<file path="config.mk">
export PLATFORM = sky130hd
export DESIGN_NAME = inst_fetch_responder
export DESIGN_NICKNAME = d
export VERILOG_FILES = /design/src/rtl/inst_fetch_responder_pkg.sv /design/src/rtl/fetch_timeout_wdt.sv /design/src/rtl/inst_fetch_responder.sv
export SDC_FILE = /design/constraint.sdc
export NUM_CORES = 1
export LEC_CHECK = 0
export ABC_AREA = 1
export CAP_MARGIN = 20
export CORE_UTILIZATION = 44
export CTS_BUF_LIST = sky130_fd_sc_hd__clkbuf_16
export CTS_CLUSTER_DIAMETER = 30
export CTS_CLUSTER_SIZE = 30
export DETAILED_ROUTE_END_ITERATION = 8
export PLACE_DENSITY_LB_ADDON = 0.1
export SYNTH_ARGS = -nofsm -noshare
export SYNTH_HDL_FRONTEND = slang
export SYNTH_SLANG_ARGS = --single-unit
export TNS_END_PERCENT = 20
</file>
<file path="constraint.sdc">
create_clock -name clk -period 4.7 [get_ports clk]
set_input_delay 0.705 -clock clk [delete_from_list [all_inputs] [get_ports clk]]
set_output_delay 0.705 -clock clk [all_outputs]
set_load 0.005 [all_outputs]
</file>
<file path="src/rtl/inst_fetch_responder_pkg.sv">
// Shared types for the instruction fetch responder: FSM state encoding and the held bundle record.
package inst_fetch_responder_pkg;

    localparam int FETCH_ADDR_W   = 32;
    localparam int FETCH_BUNDLE_W = 64;

    typedef enum logic [1:0] {
        IDLE    = 2'd0,
        REQ     = 2'd1,
        DISCARD = 2'd2,
        VALID   = 2'd3
    } Fetch_State_e;

    typedef struct packed {
        logic [FETCH_ADDR_W-1:0]   Inst_PC;
        logic [FETCH_BUNDLE_W-1:0] Inst_Data;
    } Fetch_Bundle;

endpackage

</file>
<file path="src/rtl/fetch_timeout_wdt.sv">
// Wait-cycle watchdog with a sticky timeout flag; generic enough to guard the data port as well.
module fetch_timeout_wdt #(
    parameter int LIMIT = 255
) (
    input  logic clk,
    input  logic rst,
    input  logic start,
    input  logic active,
    input  logic done,
    output logic expire,
    output logic timeout
);

    localparam int CNT_W = ($clog2(LIMIT + 1) > 8) ? $clog2(LIMIT + 1) : 8;

    logic [CNT_W-1:0] count_reg;
    logic             timeout_reg;

    // Fires on the LIMIT-th consecutive waiting cycle so the owner can abort at that edge.
    assign expire  = active && !done && (count_reg == CNT_W'(LIMIT - 1));
    assign timeout = timeout_reg;

    always_ff @(posedge clk or posedge rst) begin
        if (rst) begin
            count_reg   <= '0;
            timeout_reg <= 1'b0;
        end else begin
            if (start) begin
                count_reg <= '0;
            end else if (active && !done) begin
                count_reg <= count_reg + 1'b1;
            end
            if (expire) begin
                timeout_reg <= 1'b1;
            end
        end
    end

endmodule

</file>
<file path="src/rtl/inst_fetch_responder.sv">
// Responder side of the IF fetch handshake: one aligned two-instruction bundle request per fetch.
// Optional watchdog abort on unanswered requests is enabled with the FETCH_TIMEOUT_EN macro.
module inst_fetch_responder
    import inst_fetch_responder_pkg::*;
#(
    parameter int ADDR_W      = FETCH_ADDR_W,
    parameter int BUNDLE_W    = FETCH_BUNDLE_W,
    parameter int TIMEOUT_CYC = 255
) (
    input  logic                clk,
    input  logic                rst,
    input  logic                Inst_Req,
    input  logic [ADDR_W-1:0]   Fetch_PC,
    input  logic                Branch_Flush,
    output logic                Mem_Req,
    output logic [ADDR_W-1:0]   Mem_Addr,
    input  logic                Mem_Ack,
    input  logic [BUNDLE_W-1:0] Mem_Data,
    output logic                Inst_Ready,
    output logic [BUNDLE_W-1:0] Inst_Data,
    output logic [ADDR_W-1:0]   Inst_PC,
    output logic                Fetch_Busy,
    output logic                Fetch_Timeout
);

    Fetch_State_e        state_reg;
    logic                mem_req_reg;
    logic                inst_ready_reg;
    logic                fetch_busy_reg;
    logic [ADDR_W-1:0]   mem_addr_reg;
    logic [ADDR_W-1:0]   req_pc_reg;
    logic [ADDR_W-1:0]   inst_pc_reg;
    logic [BUNDLE_W-1:0] inst_data_reg;
    logic                wdt_expire;

`ifdef FETCH_TIMEOUT_EN
    logic wdt_start;

    // Counter restarts whenever a new wait period begins (fresh request or flush into DISCARD).
    assign wdt_start = ((state_reg == IDLE) && Inst_Req && !Branch_Flush) ||
                       ((state_reg == REQ) && !Mem_Ack && Branch_Flush);

    fetch_timeout_wdt #(
        .LIMIT (TIMEOUT_CYC)
    ) u_wdt (
        .clk     (clk),
        .rst     (rst),
        .start   (wdt_start),
        .active  (fetch_busy_reg),
        .done    (Mem_Ack),
        .expire  (wdt_expire),
        .timeout (Fetch_Timeout)
    );
`else
    logic unused_timeout_cfg;

    assign unused_timeout_cfg = (TIMEOUT_CYC != 0);
    assign wdt_expire         = 1'b0;
    assign Fetch_Timeout      = 1'b0;
`endif

    always_ff @(posedge clk or posedge rst) begin
        if (rst) begin
            state_reg      <= IDLE;
            mem_req_reg    <= 1'b0;
            inst_ready_reg <= 1'b0;
            fetch_busy_reg <= 1'b0;
            mem_addr_reg   <= '0;
            req_pc_reg     <= '0;
            inst_pc_reg    <= '0;
            inst_data_reg  <= '0;
        end else begin
            case (state_reg)
                IDLE: begin
                    if (Inst_Req && !Branch_Flush) begin
                        state_reg      <= REQ;
                        mem_req_reg    <= 1'b1;
                        fetch_busy_reg <= 1'b1;
                        mem_addr_reg   <= {Fetch_PC[ADDR_W-1:3], 3'b000};
                        req_pc_reg     <= Fetch_PC;
                    end
                end
                REQ: begin
                    if (Mem_Ack) begin
                        mem_req_reg    <= 1'b0;
                        fetch_busy_reg <= 1'b0;
                        if (Branch_Flush) begin
                            state_reg <= IDLE;
                        end else begin
                            state_reg      <= VALID;
                            inst_ready_reg <= 1'b1;
                            inst_data_reg  <= Mem_Data;
                            inst_pc_reg    <= req_pc_reg;
                        end
                    end else if (wdt_expire) begin
                        state_reg      <= IDLE;
                        mem_req_reg    <= 1'b0;
                        fetch_busy_reg <= 1'b0;
                    end else if (Branch_Flush) begin
                        // An un-acked request cannot be withdrawn; wait out the ack and drop it.
                        state_reg <= DISCARD;
                    end
                end
                DISCARD: begin
                    if (Mem_Ack || wdt_expire) begin
                        state_reg      <= IDLE;
                        mem_req_reg    <= 1'b0;
                        fetch_busy_reg <= 1'b0;
                    end
                end
                VALID: begin
                    if (Branch_Flush || Inst_Req) begin
                        state_reg      <= IDLE;
                        inst_ready_reg <= 1'b0;
                    end
                end
                default: begin
                    state_reg <= IDLE;
                end
            endcase
        end
    end

    assign Mem_Req    = mem_req_reg;
    assign Mem_Addr   = mem_addr_reg;
    assign Inst_Ready = inst_ready_reg;
    assign Inst_Data  = inst_data_reg;
    assign Inst_PC    = inst_pc_reg;
    assign Fetch_Busy = fetch_busy_reg;

endmodule

</file>
# Word-level counts from Yosys, hierarchy flattened
# Cells that the tools add are included.
# Widths: inputs -> output; s select.
[word_totals] out_inout_bits=132 reg_bits=161 inputBits=101 wordCells=44
[classes] n_bitwise=1 mux=14 n_reduce_logical=12 eq_ne=10
[ops] cell="$mux 2" n=6
[ops] cell="$ne 2x2->1 const B" n=5
[ops] cell="$pmux 2 s4" n=1
[ops] cell="$reduce_and 4->1" n=2
[ops] cell="$reduce_and 3->1" n=2
[ops] cell="$mux 1" n=5
[ops] cell="$eq 2x2->1 const B" n=2
[ops] cell="$pmux 1 s2" n=2
[ops] cell="$reduce_bool 2->1" n=2
[ops] cell="$ne 3x3->1 const B" n=1
[ops] cell="$eq 2x1->1 const B" n=1
[ops] cell="$logic_not 2->1" n=1
[ops] cell="$ne 2x1->1 const B" n=1
[ops] cell="$reduce_and 2->1" n=1
[ops] cell="$reduce_or 2->1" n=1
[ops] cell="$logic_and 1x1->1" n=1
[ops] cell="$logic_not 1->1" n=1
[ops] cell="$logic_or 1x1->1" n=1
[ops] cell="$not 1->1" n=1

# Depth between registers and ports, before layout
[depth] depth_word=4 ltp_mapped=7 ltp_nobuf=7

# Worst setup path before layout
# Ideal clock, no wire load.
[synth_path] path_type="input to register" start="input port Branch_Flush" end="register inst_data_reg[63], in the netlist Inst_Data[63]" arrival_ps=1250 path_buffers=2 t_required_ps=4570 setup_time_ps=130 path_slack_ps=3320 cell_stages=6 cell_sequence="inv_2 > nand3_2 > buf_6 > buf_6 > nand2_1 > o21ai_0"
[synth_between] elab_chain_cells=2
[synth_lines] element="from (decl)" line_no="inst_fetch_responder.sv:14" source="input logic Branch_Flush,"
[synth_lines] element="$not 1->1 (no line)"
[synth_lines] element="$reduce_and 3->1 (no line)"
[synth_lines] element="to (signal assigned)" line_no="inst_fetch_responder.sv:92" source="inst_data_reg <= Mem_Data;"
[synth_lines] element="to (decl)" line_no="inst_fetch_responder.sv:33" source="logic [BUNDLE_W-1:0] inst_data_reg;"
# Every way passes these cells.
# A chain may end at the register's enable or synchronous reset.

# Worst setup path after layout
[layout_path] start="input port Mem_Ack" end="register inst_pc_reg[26], in the netlist Inst_PC[26]"
[layout_between] elab_chain_cells=1
[layout_lines] element="from (decl)" line_no="inst_fetch_responder.sv:17" source="input logic Mem_Ack,"
[layout_lines] element="$reduce_and 3->1 (no line)"
[layout_lines] element="to (signal assigned)" line_no="inst_fetch_responder.sv:93" source="inst_pc_reg <= req_pc_reg;"
[layout_lines] element="to (decl)" line_no="inst_fetch_responder.sv:32" source="logic [ADDR_W-1:0] inst_pc_reg;"
# Every way passes these cells.

==> reports/summary.txt <==
Area contributors post-synth -> dfrtp_1, o21ai_2, nand2_1
initial antenna violation count -> 0
Power Density -> 653 nW/um2
post-synthesis compound-gate area fraction -> 16.3%
Layout area overhead -> 43.8%
per-cell routed wire length -> 13.2 um
setup violators final -> 0
WL final -> 12.8 mm
fmax -> 417 MHz
slew margin rel. -> 39.7%
RR Endpoint -> Inst_PC[26]
internal power consumption -> 3790 uW
Worst Path Max Fanout -> 64
Largest register FFs -> 64
peak supply drop -> 0.323 mV
I/O pin cnt -> 233
Buffers on Ports -> 228
cts hold-fix bufs -> 0
Hold Vio Cnt, Final -> 0
r2r setup slk -> 2.43 ns
most common cell after layout, fill and taps aside -> clkdlybuf4s50_1
Seq/Total Area, Yosys -> 56.5%
outcome -> complete, no violations
post-synthesis mux area share -> 0%
FILL cells -> 1056
Reg clk slew, reported paths -> 0.05 ns
hold path cells -> 2
leading area contributor after synthesis -> dfrtp_1
Worst Clk Skew -> 0.00476 ns
Gate Count Post-Synth -> 591
vias per std cell -> 4.42
Yosys Warn Count -> 0
Power, Total -> 5490 uW
vias -> 4288
CP endpoint kind -> flop
routability cong. -> 0.804
combinational family with the most area after synthesis -> compound AO/OA/AOI/OAI gates
setup TNS -> 0 ns
n_diodes -> 0
vias in the first global route -> 4031
CP Data Arrival Time -> 2.68 ns
Synth Area in Simple Gates -> 10.2%
startpoint of the worst hold path -> Inst_Data[49]
final routed DRC violation total -> 0
clk root buf -> clkbuf_16
flops & latches, synth -> 132
CTS Buf Count -> 17
Combinational Power Share -> 42.4%
sw power -> 1690 uW
FF-to-FF path depth -> 6
Initial Util -> 45.8%
Avg Cell Area, Syn -> 9.89 um2
gr usage total -> 19.3%
fin crit share -> 51.0%
CTS tree -> done
Clock Tree Buf Depth -> 2
commonest non-fill, non-tap cells in the layout -> clkdlybuf4s50_1, dfrtp_1, nand2_1
Routed Antenna Nets -> 0
class of the worst hold path -> reg -> reg
Critical Path Start Type -> input port
worst path required time -> 4.98 ns
RSZ-0062 raised after global routing -> false
Seq pwr share -> 36.9%
Clk pwr share -> 20.7%
Worst Tran Pin Value -> 0.905 ns
DRT Pass-1 Iters -> 4
nets -> 892
num rows -> 41
die footprint -> 13700 um2
clk_lat worst skew -> 0.41 ns
Mapped Area -> 5840 um2
maxcap violations -> 0
core box area -> 12800 um2
DIE WIDTH -> 117 um
Worst Hold End -> Inst_Data[49]
adder-cell share of the synthesized area -> 1.07%
clock sink count -> 132
share of the synthesized area in the top cell type -> 56.5%
DPL Wire Length -> 9.34 mm
post-CTS setup buffers -> 0
worst reg2reg startpoint -> state_reg[1]
critical path class -> in -> reg
die height -> 117 um
fin. max-slew vios -> 0
largest net degree at the start of global routing -> 74
# H-tree levels -> 4
post-synthesis cell type count -> 18
post_cts resized -> 0
minimum clock period -> 2.40 ns
Sw Share -> 30.9%
wire length of the first global-routing pass -> 19.9 mm
Initial DRC Count -> 205
GR Overflow Total -> 0
Leakage -> 0.00411 uW
layout cells sized above 1 -> 13.5%
XOR/XNOR share of the synthesized area -> 0%
## layer usage
layer	global-route usage [%]	up-vias	share of wire, %	wire, um
li1	-	2160	-	-
met1	23.6	1943	42	5350
met2	30.4	162	47	6020
met3	7.31	23	9.2	1180
met4	8.78	0	2.4	304
met5	0	-	0	0
## cell families (layout without fill, tap and decap cells)
kind of cell,after synthesis,in the layout
buffers and inverters,167,371
and+or+nand+nor,153,153
AOI/OAI and AO/OA,133,133
DFF,132,132
adders and majority gates,5,5
other,1,4
## final cells by class
class	count	area, um2	share of cell area [%]
Sequential cell	132	3300	39.3
Clock inverter	14	82.6	0.983
Multi-Input combinational cell	295	1630	19.4
Inverter	105	397	4.72
Tap cell	172	215	2.56
Clock buffer	17	425	5.06
Timing Repair Buffer	235	2350	27.9
## worst max-delay path, cell delays in order
cell             delay, ns
clkdlybuf4s50_1       0.61
nand3_4               0.63
buf_4                 0.52
nand2_1               0.09
o21ai_0               0.07
## worst max path at each step
stage,startpoint,to,cells after the start
5_1_grt,Mem_Ack,Inst_PC[24],4
6_report,Mem_Ack,Inst_PC[26],5
3_3_place_gp,Mem_Ack,Inst_PC[26],5
3_5_place_dp,Mem_Ack,Inst_PC[26],5
2_1_floorplan,rst,Fetch_Busy,1
4_1_cts,Mem_Ack,Inst_PC[26],5
## per-stage QoR
stage	instance area (um2)	util (%)	std cells	hold slack, ns	worst slack (ns)
floorplan	5860	-	594	0.464	0.469
global placement	7900	61.8	939	0.462	1.90
detailed placement	7900	61.8	939	0.466	1.85
CTS	8400	65.8	970	0.479	2.29
global route	8400	65.8	970	0.498	2.08
finish	8400	65.8	970	0.475	2.30
## power by group through the flow
| stage | clock network, uW | registers, uW | logic (uW) |
|---|---|---|---|
| finish | 1130 | 2030 | 2320 |
| global placement | 0 | 2020 | 2310 |
| CTS | 1160 | 2030 | 2360 |
| floorplan | 0 | 2040 | 1140 |
| detailed placement | 0 | 2040 | 2360 |
| global route | 1210 | 2100 | 2580 |
## synth_stat cells (all sizes together)
cell	number
ha	5
inv	105
buf	60
nor2	35
nand4	1
nand2	111
conb	1
clkbuf	2
nand3	6
o21ai	99
o21a	1
dfrtp	132
a21oi	33
No activity file was read; power rests on OpenSTA's default activity.
